`config.mk`:
```
export PLATFORM = sky130hd
export DESIGN_NAME = bloom_filter_firewall_flat
export DESIGN_NICKNAME = d
export VERILOG_FILES = /design/src/rtl/bloom_fw_pkg.sv /design/src/rtl/bloom_filter_firewall_if.sv /design/src/rtl/bloom_hash_idx.sv /design/src/rtl/bloom_filter_firewall.sv /design/src/flat_wrapper.sv
export SDC_FILE = /design/constraint.sdc
export NUM_CORES = 2
export LEC_CHECK = 0
export CORE_UTILIZATION = 48
export DETAILED_ROUTE_END_ITERATION = 10
export SETUP_SLACK_MARGIN = 0.02
export SLEW_MARGIN = 20
export SYNTH_ARGS = -nofsm -noshare
export SYNTH_HDL_FRONTEND = slang
export SYNTH_SLANG_ARGS = --single-unit
export TNS_END_PERCENT = 30
```
`constraint.sdc`:
```
create_clock -name clk -period 19.2 [get_ports clk]
set_clock_uncertainty 0.05 [all_clocks]
set_input_delay 2.88 -clock clk [delete_from_list [all_inputs] [get_ports clk]]
set_output_delay 2.88 -clock clk [all_outputs]
set_load 0.05 [all_outputs]
```
`src/rtl/bloom_fw_pkg.sv`:
```
// Shared types and hash constants for the Bloom-filter firewall.
// Imported by the hash sub-module, the top level and the bench.
package bloom_fw_pkg;

    typedef enum logic {
        OP_QUERY  = 1'b0,
        OP_INSERT = 1'b1
    } op_e;

    typedef enum logic [1:0] {
        IDLE,
        PROBE,
        RESULT,
        CLEAR
    } state_e;

    typedef struct packed {
        logic [71:0] ip_protocol;
        logic [15:0] src_port;
        logic [15:0] dst_port;
    } flow_key_t;

    localparam logic [31:0] SEED_STEP = 32'h9E3779B9;
    localparam logic [31:0] MIX_MUL   = 32'h045D9F3B;

endpackage

```
`src/rtl/bloom_filter_firewall_if.sv`:
```
// Request/response handshake between the header parser (master) and
// the Bloom-filter firewall (slave).
interface bloom_filter_firewall_if;

    logic        req_valid;
    logic        req_ready;
    logic        req_op;
    logic [71:0] ip_protocol;
    logic [15:0] src_port;
    logic [15:0] dst_port;
    logic        rsp_valid;
    logic        rsp_ready;
    logic        rsp_hit;

    modport master (
        output req_valid, req_op, ip_protocol, src_port, dst_port, rsp_ready,
        input  req_ready, rsp_valid, rsp_hit
    );

    modport slave (
        input  req_valid, req_op, ip_protocol, src_port, dst_port, rsp_ready,
        output req_ready, rsp_valid, rsp_hit
    );

endinterface

```
`src/rtl/bloom_hash_idx.sv`:
```
// Combinational seeded hash: maps (flow key, probe number) to a bit-array index.
module bloom_hash_idx
    import bloom_fw_pkg::*;
#(
    parameter int IDX_W = 10
) (
    input  flow_key_t        key,
    input  logic [2:0]       probe,
    output logic [IDX_W-1:0] idx
);

    // Each probe number perturbs the key by a golden-ratio step before mixing.
    function automatic logic [IDX_W-1:0] hash_idx(input flow_key_t k, input logic [2:0] i);
        logic [31:0] x;
        x = k.ip_protocol[71:40] ^ k.ip_protocol[39:8] ^ {k.ip_protocol[7:0], 24'h0}
          ^ {k.src_port, k.dst_port} ^ (32'(i) * SEED_STEP);
        x = x ^ (x >> 16);
        x = x * MIX_MUL;
        x = x ^ (x >> 16);
        return x[IDX_W-1:0];
    endfunction

    assign idx = hash_idx(key, probe);

endmodule

```
`src/rtl/bloom_filter_firewall.sv`:
```
// Bloom-filter firewall: QUERY/INSERT flow keys against an M_BITS bit array,
// one hash probe per cycle, with a multi-cycle CLEAR sweep and statistics.
module bloom_filter_firewall
    import bloom_fw_pkg::*;
#(
    parameter  int M_BITS = 1024,
    parameter  int K_HASH = 3,
    parameter  int CLR_W  = 64,
    parameter  int CNT_W  = 32,
    localparam int IDX_W  = $clog2(M_BITS)
) (
    input  logic                   clk,
    input  logic                   reset,
    bloom_filter_firewall_if.slave bus,
    input  logic                   clear_req,
    output logic                   busy,
    output logic [IDX_W:0]         occupancy,
    output logic [CNT_W-1:0]       hit_count,
    output logic [CNT_W-1:0]       insert_count
);

    localparam int N_WORDS = M_BITS / CLR_W;
    localparam int WORD_W  = (N_WORDS > 1) ? $clog2(N_WORDS) : 1;
    localparam int CLR_SH  = $clog2(CLR_W);
    localparam logic [WORD_W-1:0] LAST_WORD  = WORD_W'(N_WORDS - 1);
    localparam logic [2:0]        LAST_PROBE = 3'(K_HASH - 1);

    state_e            state_q, next_state;
    flow_key_t         key_q;
    op_e               op_q;
    logic [2:0]        probe_q;
    logic              acc_q;
    logic [M_BITS-1:0] bits_q;
    logic [WORD_W-1:0] word_q;
    logic [IDX_W-1:0]  probe_idx;
    logic [IDX_W-1:0]  clr_base;
    logic              probe_bit;

    bloom_hash_idx #(.IDX_W(IDX_W)) u_hash (
        .key   (key_q),
        .probe (probe_q),
        .idx   (probe_idx)
    );

    assign probe_bit = bits_q[probe_idx];
    assign clr_base  = IDX_W'(word_q) << CLR_SH;

    function automatic logic [CNT_W-1:0] sat_inc(input logic [CNT_W-1:0] v);
        return (&v) ? v : v + 1'b1;
    endfunction

    always_ff @(posedge clk) begin
        if (reset) state_q <= IDLE;
        else       state_q <= next_state;
    end

    // NOTE: next_state takes its hold value first so no path through this block infers a latch.
    always_comb begin
        next_state = state_q;
        unique case (state_q)
            IDLE:    if (clear_req)                  next_state = CLEAR;
                     else if (bus.req_valid)         next_state = PROBE;
            PROBE:   if (probe_q == LAST_PROBE)      next_state = RESULT;
            RESULT:  if (bus.rsp_ready)              next_state = IDLE;
            CLEAR:   if (word_q == LAST_WORD)        next_state = IDLE;
            default:                                 next_state = IDLE;
        endcase
    end

    // NOTE: the bit array lives in flops and is reset explicitly, because reset must
    // leave every bit 0 immediately rather than after an M_BITS/CLR_W-cycle sweep.
    always_ff @(posedge clk) begin
        if (reset) begin
            key_q        <= '0;
            op_q         <= OP_QUERY;
            probe_q      <= '0;
            acc_q        <= 1'b0;
            bits_q       <= '0;
            word_q       <= '0;
            occupancy    <= '0;
            hit_count    <= '0;
            insert_count <= '0;
        end else begin
            unique case (state_q)
                IDLE: begin
                    if (!clear_req && bus.req_valid) begin
                        key_q   <= '{ip_protocol: bus.ip_protocol,
                                     src_port:    bus.src_port,
                                     dst_port:    bus.dst_port};
                        op_q    <= op_e'(bus.req_op);
                        probe_q <= '0;
                        acc_q   <= 1'b1;
                    end
                end
                PROBE: begin
                    acc_q   <= acc_q & probe_bit;
                    probe_q <= probe_q + 1'b1;
                    if (op_q == OP_INSERT && !probe_bit) begin
                        bits_q[probe_idx] <= 1'b1;
                        occupancy         <= occupancy + 1'b1;
                    end
                end
                RESULT: begin
                    if (bus.rsp_ready) begin
                        if (op_q == OP_QUERY && acc_q) hit_count    <= sat_inc(hit_count);
                        if (op_q == OP_INSERT)         insert_count <= sat_inc(insert_count);
                    end
                end
                CLEAR: begin
                    bits_q[clr_base +: CLR_W] <= '0;
                    if (word_q == LAST_WORD) begin
                        word_q       <= '0;
                        occupancy    <= '0;
                        hit_count    <= '0;
                        insert_count <= '0;
                    end else begin
                        word_q <= word_q + 1'b1;
                    end
                end
                default: ;
            endcase
        end
    end

    assign bus.req_ready = (state_q == IDLE);
    assign bus.rsp_valid = (state_q == RESULT);
    assign bus.rsp_hit   = (state_q == RESULT) && acc_q;
    assign busy          = (state_q != IDLE);

endmodule

```
`src/flat_wrapper.sv`:
```
// flat-port wrapper written by rule: the top's interface ports become plain ports
module bloom_filter_firewall_flat import bloom_fw_pkg::*;
#(
    parameter  int M_BITS = 1024,
    parameter  int K_HASH = 3,
    parameter  int CLR_W  = 64,
    parameter  int CNT_W  = 32,
    localparam int IDX_W  = $clog2(M_BITS)
)
  (clk, reset, clear_req, busy, occupancy, hit_count, insert_count, bus_req_valid, bus_req_op, bus_ip_protocol, bus_src_port, bus_dst_port, bus_rsp_ready, bus_req_ready, bus_rsp_valid, bus_rsp_hit);
  bloom_filter_firewall_if bus_i ();
  input  logic clk;
  input  logic reset;
  input  logic clear_req;
  output logic busy;
  output logic [IDX_W:0] occupancy;
  output logic [CNT_W-1:0] hit_count;
  output logic [CNT_W-1:0] insert_count;
  input wire logic [$bits(bus_i.req_valid)-1:0] bus_req_valid;
  input wire logic [$bits(bus_i.req_op)-1:0] bus_req_op;
  input wire logic [$bits(bus_i.ip_protocol)-1:0] bus_ip_protocol;
  input wire logic [$bits(bus_i.src_port)-1:0] bus_src_port;
  input wire logic [$bits(bus_i.dst_port)-1:0] bus_dst_port;
  input wire logic [$bits(bus_i.rsp_ready)-1:0] bus_rsp_ready;
  output wire logic [$bits(bus_i.req_ready)-1:0] bus_req_ready;
  output wire logic [$bits(bus_i.rsp_valid)-1:0] bus_rsp_valid;
  output wire logic [$bits(bus_i.rsp_hit)-1:0] bus_rsp_hit;
  assign bus_i.req_valid = bus_req_valid;
  assign bus_i.req_op = bus_req_op;
  assign bus_i.ip_protocol = bus_ip_protocol;
  assign bus_i.src_port = bus_src_port;
  assign bus_i.dst_port = bus_dst_port;
  assign bus_i.rsp_ready = bus_rsp_ready;
  assign bus_req_ready = bus_i.req_ready;
  assign bus_rsp_valid = bus_i.rsp_valid;
  assign bus_rsp_hit = bus_i.rsp_hit;
  bloom_filter_firewall #(.M_BITS(M_BITS), .K_HASH(K_HASH), .CLR_W(CLR_W), .CNT_W(CNT_W)) u_core (.clk(clk), .reset(reset), .bus(bus_i), .clear_req(clear_req), .busy(busy), .occupancy(occupancy), .hit_count(hit_count), .insert_count(insert_count));
endmodule
```
### Yosys cells after proc, flatten, opt, wreduce, memory -nomap -nowiden

Cells that the tools add are included.

* register bits after elaboration: 1214
* word-level logic and storage cells: 99
* output and inout port bits: 79
* input bits: 110

* equal/unequal tests: 15
* add/subtract/negate cells: 6
* bitwise operators: 9
* reduce and logical (&&, ||, !) cells: 21
* mux-type cells: 30
* magnitude comparators: 2
* shifts and indexed selects: 2
* multipliers: 2

Operator list (count)
* case mux 1024 bit (2 select lines): 1
* bitwise mux 1024 bit: 1
* two-way mux 1024 bit: 1
* bitwise OR 1024 bit: 1
* variable shift 64 x 12 -> 1024 bit, first input constant: 1
* variable part select 64 x 12 -> 1024 bit, first input constant: 1
* two-way mux 32 bit: 7
* case mux 32 bit (2 select lines): 2
* XOR 32 bit: 4
* adder 32 x 1 -> 32 bit, second input constant: 2
* AND reduction 32 bit: 2
* multiplier 3 x 32 -> 32 bit, second input constant: 1
* multiplier 32 x 27 -> 26 bit, second input constant: 1
* XOR 32 x 16 -> 32 bit: 1
* two-way mux 11 bit: 2
* case mux 11 bit (2 select lines): 1
* inequality test 2 x 1 -> 1 bit, second input constant: 6
* negation 10 -> 12 bit: 1
* adder 11 x 1 -> 11 bit, second input constant: 1
* < comparator 10 x 11 -> 1 bit, second input constant: 1
* binary-select mux 1 bit (select 10 bit): 1
* demux 1 bit (select 10 bit): 1
* >= comparator 10 x 1 -> 1 bit, second input constant: 1
* two-way mux 2 bit: 5
* other kinds (25): 41

### Logic depth before layout (Yosys ltp)

* depth after elaboration: 14
* mapped depth: 51
* mapped depth without buffers: 42

### Modules after synthesis

From an unflattened synthesis, not the netlist that was laid out.

* cell total of the unflattened synthesis: 6375
* area, all modules: 57251.2 um^2

By module, submodules not included
* bloom_filter_firewall: area an instance 48487.8 um^2, cells each 5444, seq. area each 24303.3 um^2, instances 1
* bloom_hash_idx: area an instance 8763.4 um^2, cells each 931, seq. area each 0.0 um^2, instances 1

### Worst setup path before layout

No wires, ideal clock.

* path kind: reg2reg
* start point: register u_core.probe_q[0]
* end point: register u_core.occupancy[0]
* required time: 19033 ps
* setup time: 117 ps
* stages on the path, launching flop included: 49
* path buffers: 7
* slack: 6869 ps
* data arrival time: 12164 ps
* cell sequence: dfxtp_1 buf_4 inv_1 ha_1 clkbuf_1 inv_1 ha_1 buf_2 a21o_1 a21oi_1 nand4bb_1 a31o_2 a21o_1 a21oi_1 xnor2_1 xor2_1 inv_1 fa_1 (+13 left out) or2_2 or4_1 and3_1 buf_2 o21ai_2 nor2_1 nand2_1 clkbuf_1 o22ai_1 nor4_1 o211ai_1 a2111oi_0 a211oi_1 nor4_4 buf_6 buf_6 nand2_1 a32o_1

* word-level cells in the longest chain between the ends: 11

RTL lines
* start: declaration: RTL line bloom_filter_firewall.sv:31 `logic [2:0] probe_q;`
* start signal: assignment: RTL line bloom_filter_firewall.sv:97 `probe_q <= probe_q + 1'b1;`
* multiplier 3 x 32 -> 32 bit: RTL line bloom_hash_idx.sv:16 `^ {k.src_port, k.dst_port} ^ (32'(i) * SEED_STEP);`
* XOR 32 bit: RTL line bloom_hash_idx.sv:16
* XOR 32 x 16 -> 32 bit: RTL line bloom_hash_idx.sv:17 `x = x ^ (x >> 16);`
* multiplier 32 x 27 -> 26 bit: RTL line bloom_hash_idx.sv:18 `x = x * MIX_MUL;`
* XOR 10 bit: RTL line bloom_hash_idx.sv:19 `x = x ^ (x >> 16);`
* binary-select mux 1 bit (select 10 bit): RTL line bloom_filter_firewall.sv:45 `assign probe_bit = bits_q[probe_idx];`
* two-way mux 1 bit (implied by the code): RTL line bloom_filter_firewall.sv:45
* logical NOT 1 bit: RTL line bloom_filter_firewall.sv:98 `if (op_q == OP_INSERT && !probe_bit) begin`
* logical AND 1 bit: RTL line bloom_filter_firewall.sv:98
* inequality test 2 x 1 -> 1 bit (no source line)
* AND reduction 3 bit (no source line)
* end signal: assignment: RTL line bloom_filter_firewall.sv:100 `occupancy <= occupancy + 1'b1;`
* end: declaration: RTL line bloom_filter_firewall.sv:17 `output logic [IDX_W:0] occupancy,`

No other way between the ends. The select of a mux whose other input is x is not followed.
A chain may end at the register's enable or synchronous reset.

### Worst setup path after layout

* start point: register u_core.probe_q[0]
* end point: register u_core.bits_q[51]

* word-level cells in the longest chain between the ends: 12
* elaborated cells on any way between the ends: 19
* classes of those cells: mul (2); order compare (2); eq/ne (1); mux (6); bitwise (4); reduce/logical (4)

RTL lines
* multiplier 3 x 32 -> 32 bit (*): RTL line bloom_hash_idx.sv:16
* XOR 32 bit (*): RTL line bloom_hash_idx.sv:16
* XOR 32 x 16 -> 32 bit (*): RTL line bloom_hash_idx.sv:17
* multiplier 32 x 27 -> 26 bit (*): RTL line bloom_hash_idx.sv:18
* XOR 10 bit (*): RTL line bloom_hash_idx.sv:19
* < comparator 10 x 11 -> 1 bit (implied by the code) or >= comparator 10 x 1 -> 1 bit (tied branches): RTL line bloom_filter_firewall.sv:99 `bits_q[probe_idx] <= 1'b1;`
* logical AND 1 bit (implied by the code): RTL line bloom_filter_firewall.sv:99
* two-way mux 1 bit (implied by the code): RTL line bloom_filter_firewall.sv:99
* demux 1 bit (select 10 bit)
* bitwise OR 1024 bit (no source line)
* two-way mux 1024 bit: RTL line bloom_filter_firewall.sv:98
* case mux 1024 bit (2 select lines): RTL line bloom_filter_firewall.sv:84 `unique case (state_q)`
* end signal: assignment: RTL line bloom_filter_firewall.sv:78 `bits_q <= '0;`
* end signal: indexed assignment: RTL line bloom_filter_firewall.sv:99
* end signal: indexed assignment: RTL line bloom_filter_firewall.sv:110 `bits_q[clr_base +: CLR_W] <= '0;`
* end: declaration: RTL line bloom_filter_firewall.sv:33 `logic [M_BITS-1:0] bits_q;`

Mark *: on every way between the ends. The rest lies on a longest branch, timed or not. The select of a mux whose other input is x is not followed.

==> flow_metrics.tcl <==
set metrics [dict create \
    status "completed" \
    die-area_um2 119800 \
    overflow 0 \
    cts_resized 0 \
    critical_path_class "flip-flop to flip-flop" \
    synth-seq-cells 1214 \
    routedWlPerCell_um 25.80 \
    yosys_warnings 0 \
    hp-class "flip-flop to flip-flop" \
    rsz0062_at_grt "false" \
    ys_async_sr_fraction 0 \
    htreeDepth 4 \
    finalCriticalPeriod_ps 16620 \
    synth_most_common_cell "nand2_1" \
    synth.area.top_cells "dfxtp_1 43%, nand2_1 12%, o21ai_0 7.7%" \
    core_um2 116800 \
    antenna_found_initial 26 \
    yosysUniqueCellTypes 85 \
    synthFlopType "dfxtp_1" \
    clockBufferDepth 3 \
    die_w_um 346.1 \
    clkSlewWorstSetupHoldPaths_ps 60 \
    drt_pass1_iterations 8 \
    slew_headroom 0.1174 \
    initial_core_util 0.4865 \
    groute.usage.overall 0.3524 \
    slew_viol_final 0 \
    die_h_um 346.1 \
    port_buffers 188 \
    startpoint_type "flip-flop" \
    syn_area_per_cell_um2 8.505 \
    setup_violations 0 \
    worst_pin_slew_ps 1319 \
    vias_per_cell 6.041 \
    cts_made_buffers 132 \
    vias 50380 \
    fmax_ghz 0.06016 \
    drt_iter0_markers 6861 \
    post-cts-setup-buffers 0 \
    crit_required_ps 19810 \
    end_kind "flip-flop" \
    drcViolationCount 0 \
    crit_fanout 63 \
    cp.arrival_ps 17230 \
    area_growth_pct 13.01 \
    cpPeakStageDelay_ps 930 \
    final_nets 7121 \
    grt_pass1_wl_mm 313.8 \
    cts_sinks 1214 \
    finalHoldViolCount 0 \
    synth_edf_count 0 \
    drv_cap 0 \
    fillers 10970 \
    syn_inst 6683 \
    tritoncts "built" \
    synth_common_cells "1763 x nand2_1, 1214 x dfxtp_1, 878 x o21ai_0, 289 x inv_1, 280 x clkbuf_1" \
    synth_area_um2 56840 \
    synth_top_area_cell "dfxtp_1" \
    slowest_stage "xnor2_1" \
    finalSetupTns_ps 0 \
    rows 125 \
    io_pins 189 \
    cts_root_buf "clkbuf_16" \
    insertion_delay_ps 770 \
    ys_seq_area_frac 0.4276 \
    routed_wl_mm 215.2 \
    grt_max_degree 135 \
    synth_top_area_frac 0.4276 \
    place_congestion 1.063 \
    drive_gt1_frac 0.06244 \
    hold_buffers 0 \
    synth_fp_nets 7096 \
    antenna_left 0 \
    hpwlAfterDp_mm 142.8 \
    post-route-period-util 0.8657 \
    grt_pass1_vias 46880 \
]
## critical path: cells and delay by family (launching register included)
kind	cells	cell delay (ps)
compound gates	12	3190
xor+xnor	3	1340
fa+ha+maj	10	4880
buf+inv	12	2690
flops	1	520
simple gates	9	3730
## per-stage QoR
stage	area (um2)	setup WS (ps)	util	hold slack (ps)	std cells
detailed placement	59840	3089	0.5122	385.0	8097
global placement	59820	3060	0.5120	375.2	8096
finish	64240	2579	0.5498	396.4	8340
global route	64230	1867	0.5497	409.5	8336
floorplan	56840	6869	-	366.6	6683
CTS	64190	3057	0.5494	396.0	8330
## worst paths after layout
kind                   endpoint  cells after the start                from  slack, ps
max           u_core.bits_q[51]                     46   u_core.probe_q[0]       2580
min          u_core.bits_q[733]                      2  u_core.bits_q[733]        400
max reg2reg   u_core.bits_q[51]                     46   u_core.probe_q[0]       2580
min reg2reg  u_core.bits_q[733]                      2  u_core.bits_q[733]        400
## cell usage in the layout, fill, tap and decap left out, types with 22 or more instances in the layout
cell type        synthesis  routed
a211oi_1                27      27
a21oi_1                250     247
a221oi_1                25      25
a22oi_1                 59      59
a31oi_1                 44      31
buf_4                   10     108
clkbuf_1               280      34
clkbuf_16                0     137
clkbuf_8                 0      23
clkdlybuf4s50_1          0     187
dfxtp_1               1214    1214
fa_1                   165     165
ha_1                   138     138
inv_1                  289     289
mux2i_1                221     221
mux4_2                  42      42
nand2_1               1763    1761
nand2b_1                22      22
nand3_1                108     106
nand4_1                 33      33
nor2_1                 174     170
nor3_1                  37      33
nor4_1                  27      27
o21ai_0                878     878
o21ai_1                181     181
o22ai_1                 75      75
xnor2_1                176     176
xor2_1                  72      70
## state kept, by name (all words and copies together) (netlist names)
register / count
u_core.occupancy: 11
u_core.word_q: 4
u_core.insert_count: 32
u_core.state_q: 2
u_core.hit_count: 32
u_core.bits_q: 1024
u_core.acc_q: 1
u_core.probe_q: 3
u_core.key_q: 104
u_core.op_q: 1
## area by class of cell
cell class | count | area (um2) | area share
clock buffers | 194 | 3872 | 0.06028
repair buffers | 302 | 2814 | 0.04381
clock inverters | 39 | 481.7 | 0.007499
flip-flops and latches | 1214 | 24300 | 0.3783
well taps | 1524 | 1907 | 0.02968
inverters | 289 | 1085 | 0.01689
multi-input cells | 4769 | 29750 | 0.4631
diodes | 9 | 22.52 | 0.0003506
## metal layers
| metal | global-route usage | wire, um | vias up |
|---|---|---|---|
| li1 | - | - | 22670 |
| met1 | 0.4771 | 88130 | 24480 |
| met2 | 0.5200 | 91550 | 2581 |
| met3 | 0.09491 | 24240 | 639 |
| met4 | 0.1666 | 11170 | 10 |
| met5 | 0 | 58 | - |
## logic make-up (layout without fill, tap and decap cells)
family	Yosys count	after routing	synth area share
adders and majority gates	303	303	0.08849
AOI/OAI and AO/OA	1683	1683	0.1656
and+or+nand+nor	2254	2254	0.1636
xor gates and xnor gates	253	253	0.04020
muxes	276	276	0.05972
buffers and inverters	700	824	0.05483
other	0	9	0
DFF	1214	1214	0.4276
Power is not shown: default switching activity piles up to over one toggle a cycle in this logic, so the estimate is an artifact.
